<file path="src/rtl/apb_pkg.sv">
// Shared APB completer types and helpers.
// FSM state encoding, wait-state limit, strobe width.
package apb_pkg;

  typedef enum logic [1:0] {
    APB_IDLE,
    APB_SETUP,
    APB_ACCESS
  } apb_state_e;

  localparam int APB_MAX_WAIT = 15;

  function automatic int strb_w(input int dw);
    return dw / 8;
  endfunction

endpackage

</file>
<file path="src/rtl/apb_regbank_core.sv">
// Register storage with byte-strobe writes, registered read mux and write pulses.
// Ports: clk/rst, write port (wr_*), read load/clear (rd_*), rdata, regs, wr_pulse.
module apb_regbank_core
  import apb_pkg::*;
#(
  parameter int DATA_W   = 32,
  parameter int NUM_REGS = 16,
  parameter int IDX_W    = 4
) (
  input  logic                       clk,
  input  logic                       rst,
  input  logic                       wr_en,
  input  logic [IDX_W-1:0]           wr_idx,
  input  logic [DATA_W-1:0]          wr_data,
  input  logic [DATA_W/8-1:0]        wr_strb,
  input  logic                       rd_load,
  input  logic                       rd_clr,
  input  logic                       rd_err,
  input  logic [IDX_W-1:0]           rd_idx,
  output logic [DATA_W-1:0]          rdata,
  output logic [NUM_REGS*DATA_W-1:0] regs,
  output logic [NUM_REGS-1:0]        wr_pulse
);

  localparam int STRB = strb_w(DATA_W);

  logic [DATA_W-1:0] mem [NUM_REGS];

  always_ff @(posedge clk or posedge rst) begin
    if (rst) begin
      for (int i = 0; i < NUM_REGS; i++) begin
        mem[i] <= '0;
      end
    end else if (wr_en) begin
      for (int b = 0; b < STRB; b++) begin
        if (wr_strb[b]) begin
          mem[wr_idx][b*8 +: 8] <= wr_data[b*8 +: 8];
        end
      end
    end
  end

  // Pulse follows the commit edge; zero-strobe writes still pulse.
  always_ff @(posedge clk or posedge rst) begin
    if (rst) begin
      wr_pulse <= '0;
    end else begin
      wr_pulse <= '0;
      if (wr_en) begin
        wr_pulse[wr_idx] <= 1'b1;
      end
    end
  end

  // Read data is held for the whole access, then cleared.
  always_ff @(posedge clk or posedge rst) begin
    if (rst) begin
      rdata <= '0;
    end else if (rd_load) begin
      rdata <= rd_err ? '0 : mem[rd_idx];
    end else if (rd_clr) begin
      rdata <= '0;
    end
  end

  always_comb begin
    regs = '0;
    for (int i = 0; i < NUM_REGS; i++) begin
      regs[i*DATA_W +: DATA_W] = mem[i];
    end
  end

endmodule

</file>
<file path="src/rtl/apb4_regbank_slave.sv">
// APB4 completer for a NUM_REGS x DATA_W register bank with wait states.
// Ports: APB4 completer pins (PCLK..PSLVERR), regs_o flat contents, wr_pulse_o.
module apb4_regbank_slave
  import apb_pkg::*;
#(
  parameter int                ADDR_W      = 32,
  parameter int                DATA_W      = 32,
  parameter int                NUM_REGS    = 16,
  parameter logic [ADDR_W-1:0] BASE_ADDR   = '0,
  parameter int                WAIT_CYCLES = 0
) (
  input  logic                       PCLK,
  input  logic                       PRESET,
  input  logic                       PSEL,
  input  logic                       PENABLE,
  input  logic                       PWRITE,
  input  logic [ADDR_W-1:0]          PADDR,
  input  logic [DATA_W-1:0]          PWDATA,
  input  logic [DATA_W/8-1:0]        PSTRB,
  output logic [DATA_W-1:0]          PRDATA,
  output logic                       PREADY,
  output logic                       PSLVERR,
  output logic [NUM_REGS*DATA_W-1:0] regs_o,
  output logic [NUM_REGS-1:0]        wr_pulse_o
);

  localparam int STRB  = strb_w(DATA_W);
  localparam int SH    = $clog2(STRB);
  localparam int IDX_W = (NUM_REGS > 1) ? $clog2(NUM_REGS) : 1;
  localparam int WAIT_C =
    (WAIT_CYCLES > APB_MAX_WAIT) ? APB_MAX_WAIT : WAIT_CYCLES;

  localparam logic [ADDR_W-1:0] AMASK = ADDR_W'(STRB - 1);
  localparam logic [ADDR_W-1:0] NREG  = ADDR_W'(NUM_REGS);
  localparam logic [3:0]        WAITV = 4'(WAIT_C);

  apb_state_e state, state_nxt;

  logic [3:0]          cnt;
  logic [ADDR_W-1:0]   off;
  logic [ADDR_W-1:0]   word;
  logic [IDX_W-1:0]    idx_d;
  logic                err_d;
  logic [IDX_W-1:0]    idx_q;
  logic                err_q;
  logic                wr_q;
  logic [DATA_W-1:0]   wdata_q;
  logic [STRB-1:0]     strb_q;
  logic                ready;
  logic                commit;
  logic                rd_clr;

  // Decode on the live bus; captured when leaving SETUP.
  always_comb begin
    off   = PADDR - BASE_ADDR;
    word  = off >> SH;
    idx_d = word[IDX_W-1:0];
    err_d = (PADDR < BASE_ADDR)
         || (word >= NREG)
         || ((PADDR & AMASK) != '0);
  end

  // Only state and cnt feed PREADY, so no bus-to-PREADY path.
  assign ready   = (state == APB_ACCESS) && (cnt == WAITV);
  assign commit  = ready && wr_q && !err_q;
  assign rd_clr  = (state == APB_ACCESS) && (ready || !PSEL);
  assign PREADY  = ready;
  assign PSLVERR = ready && err_q;

  always_ff @(posedge PCLK or posedge PRESET) begin
    if (PRESET) begin
      state <= APB_IDLE;
    end else begin
      state <= state_nxt;
    end
  end

  always_comb begin
    state_nxt = state;
    unique case (state)
      APB_IDLE: begin
        if (PSEL && !PENABLE) begin
          state_nxt = APB_SETUP;
        end
      end
      APB_SETUP: begin
        state_nxt = APB_ACCESS;
      end
      APB_ACCESS: begin
        // A dropped PSEL before ready is an abort.
        if (ready) begin
          if (PSEL && !PENABLE) begin
            state_nxt = APB_SETUP;
          end else begin
            state_nxt = APB_IDLE;
          end
        end else if (!PSEL) begin
          state_nxt = APB_IDLE;
        end
      end
      default: begin
        state_nxt = APB_IDLE;
      end
    endcase
  end

  always_ff @(posedge PCLK or posedge PRESET) begin
    if (PRESET) begin
      cnt <= '0;
    end else if ((state == APB_ACCESS) && !ready) begin
      cnt <= cnt + 4'd1;
    end else begin
      cnt <= '0;
    end
  end

  always_ff @(posedge PCLK or posedge PRESET) begin
    if (PRESET) begin
      idx_q   <= '0;
      err_q   <= 1'b0;
      wr_q    <= 1'b0;
      wdata_q <= '0;
      strb_q  <= '0;
    end else if (state == APB_SETUP) begin
      idx_q   <= idx_d;
      err_q   <= err_d;
      wr_q    <= PWRITE;
      wdata_q <= PWDATA;
      strb_q  <= PSTRB;
    end
  end

  apb_regbank_core #(
    .DATA_W   (DATA_W),
    .NUM_REGS (NUM_REGS),
    .IDX_W    (IDX_W)
  ) u_core (
    .clk      (PCLK),
    .rst      (PRESET),
    .wr_en    (commit),
    .wr_idx   (idx_q),
    .wr_data  (wdata_q),
    .wr_strb  (strb_q),
    .rd_load  (state == APB_SETUP),
    .rd_clr   (rd_clr),
    .rd_err   (err_d),
    .rd_idx   (idx_d),
    .rdata    (PRDATA),
    .regs     (regs_o),
    .wr_pulse (wr_pulse_o)
  );

endmodule

</file>
<file path="config.mk">
export PLATFORM = sky130hd
export DESIGN_NAME = apb4_regbank_slave
export DESIGN_NICKNAME = d
export VERILOG_FILES = /design/src/rtl/apb_pkg.sv /design/src/rtl/apb_regbank_core.sv /design/src/rtl/apb4_regbank_slave.sv
export SDC_FILE = /design/constraint.sdc
export NUM_CORES = 1
export LEC_CHECK = 0
export CAP_MARGIN = 20
export CORE_ASPECT_RATIO = 1.5
export CORE_MARGIN = 3
export CORE_UTILIZATION = 45
export DETAILED_ROUTE_END_ITERATION = 8
export PLACE_DENSITY = 0.73
export SLEW_MARGIN = 20
export SYNTH_ARGS = -nofsm -noshare
export SYNTH_HDL_FRONTEND = slang
export SYNTH_HIERARCHICAL = 1
export SYNTH_SLANG_ARGS = --single-unit
export TNS_END_PERCENT = 1
</file>
<file path="constraint.sdc">
create_clock -name PCLK -period 25 [get_ports PCLK]
set_input_delay 5 -clock PCLK [delete_from_list [all_inputs] [get_ports PCLK]]
set_output_delay 5 -clock PCLK [all_outputs]
set_load 0.02 [all_outputs]
</file>
; Word-level counts from Yosys, hierarchy flattened
; Cells that the tools add are included.
[totals]
register_bits = 608
in_bits = 73
output_inout_bits = 562
elab_cells = 94
[classes]
n_addsub = 1
n_lt_le_gt_ge = 7
n_eq_ne = 4
n_mux = 34
n_bitwise = 2
reduce_logical = 21
[ops]
columns = op, n
row1 = 512-bit two-way mux, 7
row2 = 512-bit bitwise mux, 4
row3 = 32-bit demux with 4-bit select, 4
row4 = 32-bit two-way mux, 6
row5 = 32-bit binary-select mux with 4-bit select, 1
row6 = "32-bit by 1-bit < comparator with 1-bit output, second input constant", 1
row7 = 16-bit two-way mux, 2
row8 = 32-bit nonzero test, 1
row9 = "30-bit by 5-bit >= comparator with 1-bit output, second input constant", 1
row10 = 24-bit two-way mux, 1
row11 = "5-bit >= comparator, second input constant", 2
row12 = 4-bit NOT with 5-bit output, 2
row13 = 1-bit logical AND, 9
row14 = 8-bit two-way mux, 1
row15 = 2-bit two-way mux, 3
row16 = 2-bit case mux with 3 select lines, 1
row17 = "4-bit by 5-bit < comparator with 1-bit output, second input constant", 1
row18 = "5-bit by 1-bit < comparator with 1-bit output, second input constant", 1
row19 = "4-bit by 1-bit adder with 4-bit output, second input constant", 1
row20 = 1-bit demux with 4-bit select, 1
row21 = "4-bit by 1-bit >= comparator with 1-bit output, second input constant", 1
row22 = 1-bit zero test, 4
row23 = 4-bit zero test, 1
row24 = 4-bit two-way mux, 1
row25 = 9 further kinds, 12

; Depth between registers and ports, before layout
; Gate-level depths: netlist of the first run.
[depth]
ltp_word = 16
mapped_depth = 9
depth_no_buf = 8

; Modules after synthesis
; Netlist of the first run, hierarchy kept.
[by_module_without_submodules]
columns = module, n_inst, cells_per_inst, area_per_inst_um2, seq_area_each_um2
row1 = apb_regbank_core, 1, 1854, 24887.6, 14013.4
row2 = apb4_regbank_slave, 1, 131, 1941.9, 1201.2

; Worst setup path after synthesis of the first run
; OpenSTA, ideal clock, no wires.
[synth_path]
path_type = input to register
from = input port PADDR[23]
to = register u_core.rdata[0]
setup_time_ps = 68
arrival_ps = 7017
t_required_ps = 24932
setup_slack_ps = 17915
cell_stages = 8
n_path_buf = 2
path_cell_list = or4_4 or3_2 or3b_2 clkbuf_1 clkbuf_1 a21oi_1 nand3_1 nand3_1
[synth_via]
elab_chain_cells = 5
word_cells_on_any_way = 6
classes_between = 2 x order compare / 2 x mux / 2 x reduce/logical
[synth_lines]
columns = element, line_no
row1 = start: declaration, apb4_regbank_slave.sv:17  ; input logic [ADDR_W-1:0] PADDR,
row2 = 32-bit by 1-bit < comparator with 1-bit output / 30-bit by 5-bit >= comparator with 1-bit output (equally long branches), "apb4_regbank_slave.sv:58, apb4_regbank_slave.sv:59"
row3 = 1-bit logical OR (*), apb4_regbank_slave.sv:59  ; || (word >= NREG)
row4 = 1-bit logical OR (*), apb4_regbank_slave.sv:60  ; || ((PADDR & AMASK) != '0);
row5 = net err_d, apb4_regbank_slave.sv:43  ; logic err_d;
row6 = 32-bit two-way mux (*), apb_regbank_core.sv:60  ; rdata <= rd_err ? '0 : mem[rd_idx];
row7 = 32-bit two-way mux (*), apb_regbank_core.sv:59  ; end else if (rd_load) begin
row8 = end signal: assignment, apb_regbank_core.sv:60
row9 = end: declaration, apb_regbank_core.sv:20  ; output logic [DATA_W-1:0] rdata,
; The timed path passes the listed nets; every way through them passes the cells marked *.
; A chain may end at the register's enable or synchronous reset.

; Worst setup path in the final report of the first run
[layout_path]
from = register cnt[0]
to = output port PSLVERR
[layout_via]
elab_chain_cells = 3
[layout_lines]
columns = element, line_no
row1 = start: declaration, apb4_regbank_slave.sv:39  ; logic [3:0] cnt;
row2 = start signal: assignment, apb4_regbank_slave.sv:111  ; cnt <= cnt + 4'd1;
row3 = 4-bit zero test, apb4_regbank_slave.sv:64  ; assign ready = (state == APB_ACCESS) && (cnt == WAITV);
row4 = 1-bit logical AND, apb4_regbank_slave.sv:64
row5 = 1-bit logical AND, apb4_regbank_slave.sv:68  ; assign PSLVERR = ready && err_q;
row6 = end: declaration, apb4_regbank_slave.sv:22  ; output logic PSLVERR,
; Every way passes these cells.

==> metrics.yaml, run 1 <==
outcome:
  outcome: "finished, final reports clean"
synth:
  ys.flop_type: "dfrtp_1"
  ys_async_sr_fraction: 1.000
  synth_area_um2: 26830
  yosys.area.top_type: "dfrtp_1"
  syn_inst: 1985
  netlist_top_cells_count: "dfrtp_1 (608), mux2_2 (552), mux2i_1 (256), nand2_1 (147), nand3_1 (98)"
  ys_ff_latch: 608
  synth_area_leaders: "dfrtp_1 (57%), mux2_2 (23%), mux2i_1 (9.6%)"
  ys_seq_area_frac: 0.5671
  synth_top_area_share: 0.5671
  synth-warning-count: 6
  synth-edff-count: 0
  syn_nets: 2060
  synth_area_per_cell_um2: 13.52
  yosys.cell_types.count: 35
  synth.most_common_cell: "dfrtp_1"
die:
  die_area_um2: 62650
  start_util: 0.4554
  die_h_um: 305.1
  die_width_um: 205.4
  num_rows: 109
  num_io_pins: 635
  design.core.area_um2: 58920
placed_design:
  placed_area_um2: 33860
  hpwl_um: 66260
  io_buffer_count: 634
  routabilityCongestion: 0.8775
timing:
  final_max_slew_viol_count: 0
  finClkSkew_ns: 0.01946
  slew-limit-headroom: 0.2333
  timing.final.hold_violations: 0
  rsz0062_at_grt: "no"
  fin_crit_sh: 0.3043
  fmax_mhz: 131.4
  min_period_ns: 7.608
  max_slew.worst_pin.slew_ns: 1.150
  tns_ns: 0
  setup_viol: 0
route:
  drc: 0
  wl_per_cell_um: 28.69
  routed_wl_um: 97660
  antenna_left: 0
  dr_total_vias: 19520
  first_iter_violations: 1330
  drt_pass1_iterations: 5
  avgViaCountPerCell: 5.734
critical_path:
  critPathKind: "flop to primary output"
  crit_arrival_ns: 2.61
  slowest_delay_ns: 0.60
  path_cells: "inv_1 -> ha_1 -> or3b_1 -> nor2_1 -> and2_1 -> clkdlybuf4s50_1"
  worstSetupStartpointType: "flop"
  rrSetupSlack_ns: 20.62
  required_ns: 20.00
  r2r-end: "u_core/regs[58]$_DFFE_PP0P_"
  reg2regPathDepth: 8
  r2r_start: "cnt[0]$_DFF_PP0_"
  endpoint_kind: "primary output"
  crit_slowest_cell: "clkdlybuf4s50_1"
  critPathMaxFanout: 6
grt:
  grt_max_degree: 142
  grt-ovfl-total: 0
  grtUsageTotal: 0.3070
  grt_pass1_wl_um: 142300
  grt_pass1_vias: 20680
  grt_antenna_before_repair: 3
layout:
  nNetsFinal: 2655
  multi_input_area_um2: 11160
  drive_above_1_share: 0.2654
  post-route-util: 0.6076
  final_area_um2: 35800
  regArea_um2: 15210
  fillers: 4739
  syn2layout_area_growth_pct: 33.43
clock_tree:
  cts_resized: 0
  cts_setup_buffers: 0
  clk-insertion-delay-late_ns: 0.61
  clock-root-buffer: "clkbuf_16"
  htree_levels: 2
  cts_buffer_depth: 3
  clock_sinks: 608
  numCtsBuffers: 58
  clk_pin_slew_ns: 0.07
  cts_tree: "yes"
  hold_buffers: 0
pwr:
  sw_frac_of_total: 0.2493
  power_density_nw_per_um2: 58.32
  p_int_mw: 1.567
  total_leakage_power_nw: 17.07
  seqPwrFrac: 0.512
  pwr-share-clk: 0.429
  pwr-share-comb: 0.059
  irDropWorstVdd_uv: 60.87
  switchingPower_mw: 0.5204
run:
  cap_violations: 0
hold_path:
  min_from: "u_core/rdata[17]$_DFFE_PP0P_"
  min_path_type: "flop to flop"
  hold_end: "u_core/rdata[17]$_DFFE_PP0P_"
  whs_path_depth: 2
[cell type report]
type,instances,area share
Multi-Input combinational cell,1257,0.3118
Sequential cell,608,0.4250
Inverter,4,0.0006641
Antenna cell,1,0.00006990
Timing Repair Buffer,651,0.1813
Clock buffer,88,0.04904
Tap cell,777,0.02716
Clock inverter,18,0.004963
[registers in the layout (all words and copies together) (netlist names)]
| register | count |
|---|---|
| state | 2 |
| u_core/wr_pulse | 16 |
| idx_q | 4 |
| err_q | 1 |
| wr_q | 1 |
| u_core/regs | 512 |
| u_core/rdata | 32 |
| wdata_q | 32 |
| strb_q | 4 |
| cnt | 4 |
[cell usage in the layout (no fill, tap or decap), drive strengths merged, types with 6 or more instances in the layout]
master / Yosys / final
a21oi: 66 / 66
a22oi: 64 / 64
buf: 42 / 18
clkbuf: 74 / 88
clkdlybuf4s50: 0 / 633
clkinv: 0 / 13
dfrtp: 608 / 608
mux2: 553 / 553
mux2i: 256 / 256
nand2: 163 / 163
nand3: 98 / 98
nor2: 19 / 19
nor4: 6 / 6
[per-layer routing]
layer | track usage | vias up | wire, um
met3 | 0.07565 | 223 | 7678
met2 | 0.5079 | 873 | 47540
met1 | 0.3754 | 10060 | 37050
met4 | 0.1474 | 2 | 5378
li1 | - | 8357 | -
met5 | 0 | - | 13
[power by group through the flow]
| stage | Sequential (mW) | Clock [mW] | Combinational [mW] |
|---|---|---|---|
| 2_1_floorplan | 1.04 | 0 | 0.100 |
| 3_3_place_gp | 1.08 | 0 | 0.122 |
| 6_report | 1.07 | 0.895 | 0.123 |
| 4_1_cts | 1.07 | 0.915 | 0.124 |
| 3_5_place_dp | 1.09 | 0 | 0.123 |
| 5_1_grt | 1.08 | 0.954 | 0.131 |
[how the worst max path moves through the flow]
stage                     slack (ns)             start  depth (start not counted)                            to
after detailed placement       16.73            PRESET                          4  u_core/regs[152]$_DFFE_PP0P_
after floorplan                 4.34            PRESET                          1   u_core/rdata[0]$_DFFE_PP0P_
after CTS                      17.34  cnt[0]$_DFF_PP0_                          6                       PSLVERR
final                          17.39  cnt[0]$_DFF_PP0_                          6                       PSLVERR
after global routing           16.99            PRESET                          4  u_core/regs[154]$_DFFE_PP0P_
after global placement         16.87            PRESET                          4  u_core/regs[159]$_DFFE_PP0P_
[metrics by stage]
stage | worst slack, ns | cells | power [mW] | hold slack (ns)
floorplan | 4.339 | 1985 | 1.144 | 0.4495
global placement | 16.87 | 3297 | 1.205 | 0.4651
detailed placement | 16.73 | 3297 | 1.210 | 0.4673
CTS | 17.34 | 3403 | 2.107 | 0.4810
global route | 16.99 | 3403 | 2.160 | 0.5154
finish | 17.39 | 3404 | 2.088 | 0.4841
[cells by family after synthesis]
kind of cell | share of synthesized area
mux | 0.3276
flops | 0.5671
buf+inv | 0.01879
simple gates | 0.05405
xor+xnor | 0.0006530
compound gates | 0.03087
fa+ha+maj | 0.0009326
[worst max-delay path: cells and delay by family (launching register included)]
family                     cells  cell delay (ns)
adders and majority gates      1             0.13
DFF                            1             0.42
and+or+nand+nor                3             0.77
buffers and inverters          2             0.68
No activity file was read; power rests on OpenSTA's default activity.
==> run 2, diff against run 1 <==
Settings changed: PLACE_DENSITY 0.73 to 0.76.
Clock period 25 ns to 6.5 ns, I/O delays scaled along.
==> run 2 against run 1 <==
Effect of this change: first-iteration DRC count fell by 11%; register-to-register slack got worse by 18 ns; critical endpoint is now u_core/regs[69]$_DFFE_PP0P_; total power rose to 4.0 times the previous value; global-route usage fell by 0.69 points; highest routed layer is now met4; largest power group unchanged; combinational power rose to 3.9 times the previous value; clock skew rose by 0.0058 ns; largest cell class unchanged.
==> metrics.yaml, run 2 (same netlist as run 1, synthesis figures left out) <==
pwr:
  total_leakage_power_nw: 17.22
  power_density_nw_per_um2: 233.3
  irDropWorstVdd_uv: 217.7
  finalPower_mw: 8.427
critical_path:
  r2r_start: "cnt[0]$_DFF_PP0_"
  reg2regPathDepth: 8
  rrSetupSlack_ns: 2.42
  r2r-end: "u_core/regs[69]$_DFFE_PP0P_"
  required_ns: 6.98
  endpoint: "u_core/regs[69]$_DFFE_PP0P_"
  worstSetupStartpointType: "flop"
  endpoint_kind: "flop"
  critPathMaxFanout: 8
  critPathKind: "flop to flop"
  crit_arrival_ns: 4.57
  startpoint: "cnt[0]$_DFF_PP0_"
layout:
  post-route-util: 0.6131
  layout_common_cells: "clkdlybuf4s50_1 (633), dfrtp_1 (608), mux2_2 (552)"
  syn2layout_area_growth_pct: 34.64
  largest_reg_flops: 512
  fillers: 4657
  nNetsFinal: 2653
  drive_above_1_share: 0.2675
  final_common_cell: "clkdlybuf4s50_1"
outcome:
  outcome: "finished, final reports clean"
route:
  drt_pass1_iterations: 5
  wl_per_cell_um: 28.19
  avgViaCountPerCell: 5.736
  drc: 0
  dr_total_vias: 19540
  routed_wl_um: 96040
  antenna_left: 0
  first_iter_violations: 1186
clock_tree:
  hold_buffers: 0
  cts_buffer_depth: 3
  cts_setup_buffers: 0
  clk_pin_slew_ns: 0.06
  clock-root-buffer: "clkbuf_16"
  clk-insertion-delay-late_ns: 0.62
  numCtsBuffers: 58
  htree_levels: 2
  cts_resized: 0
  cts_tree: "yes"
  clock_sinks: 608
timing:
  max_slew.worst_pin.slew_ns: 1.215
  rsz0062_at_grt: "no"
  timing.final.hold_violations: 0
  fin_crit_sh: 0.6280
  min_period_ns: 4.082
  finClkSkew_ns: 0.02521
  setup_viol: 0
  fmax_mhz: 245.0
  final_max_slew_viol_count: 0
  slew-limit-headroom: 0.1900
die:
  die_width_um: 205.4
  num_io_pins: 635
  start_util: 0.4554
  die_h_um: 305.1
  die_area_um2: 62650
  num_rows: 109
  design.core.area_um2: 58920
grt:
  grt-ovfl-total: 0
  grt_antenna_before_repair: 2
  grtUsageTotal: 0.3001
  grt_pass1_wl_um: 140000
  grt_max_degree: 174
  grt_pass1_vias: 20680
hold_path:
  min_path_type: "flop to flop"
run:
  cap_violations: 0
placed_design:
  routabilityCongestion: 0.8795
  hpwl_um: 66240
  io_buffer_count: 634
-- run 2: changes by cell type in the layout (fill, tap and decap cells not counted), sizes merged --
cell | previous run | this run
buf | 18 | 16
clkinvlp | 2 | 1
clkbuf | 88 | 85
diode | 1 | 2
bufinv | 3 | 11
-- run 2: area by class of cell --
cell class                 instances  area, um^2  share of cell area
tap                              777       972.2             0.02691
inverter                           4       20.02           0.0005542
sequential                       608       15210              0.4212
clock inverter                    25       407.9             0.01129
clock buffer                      85        1777             0.04918
multi-input combinational       1257       11160              0.3090
timing repair buffer             649        6564              0.1817
antenna                            2       5.005           0.0001385
-- run 2: worst max-delay path, stage by stage, from the launching register on --
cell	delay [ns]
dfrtp_1	0.42
inv_1	0.08
ha_1	0.13
or3b_1	0.42
nor4b_1	0.75
nand3b_1	0.28
nor3_1	0.78
nand2_1	0.64
mux2_2	0.45
-- run 2: layer usage --
metal | up-vias | GRT usage | part of all wire
li1 | 8379 | - | -
met1 | 10050 | 0.3631 | 0.37
met2 | 902 | 0.5092 | 0.50
met3 | 214 | 0.06080 | 0.072
met4 | 0 | 0.1460 | 0.054
met5 | - | 0 | 0
-- run 2: worst min path at each step --
stage	startpoint	endpoint	slack (ns)	cells after the start
final	u_core/rdata[16]$_DFFE_PP0P_	u_core/rdata[16]$_DFFE_PP0P_	0.49	2
after global routing	u_core/rdata[29]$_DFFE_PP0P_	u_core/rdata[29]$_DFFE_PP0P_	0.51	2
after CTS	u_core/rdata[16]$_DFFE_PP0P_	u_core/rdata[16]$_DFFE_PP0P_	0.49	2
after detailed placement	u_core/rdata[16]$_DFFE_PP0P_	u_core/rdata[16]$_DFFE_PP0P_	0.47	2
after global placement	cnt[0]$_DFF_PP0_	cnt[0]$_DFF_PP0_	0.46	1
after floorplan	cnt[0]$_DFF_PP0_	cnt[0]$_DFF_PP0_	0.45	1
-- run 2: power breakdown --
part	internal, mW	switching (mW)
clock	2.33	1.50
sequential	3.85	0.271
combinational	0.207	0.269
-- run 2: per-stage QoR --
stage          TNS [ns]  cells  hold WS, ns  setup slack (ns)  cell area, um^2
2_1_floorplan  -1357.29   1985       0.4495            -2.424            26830
3_3_place_gp          0   3295       0.4587             2.190            33930
3_5_place_dp          0   3295       0.4740             2.187            33930
4_1_cts               0   3405       0.4884             2.418            36120
5_1_grt               0   3405       0.5102             2.141            36120
6_report              0   3407       0.4868             2.418            36120
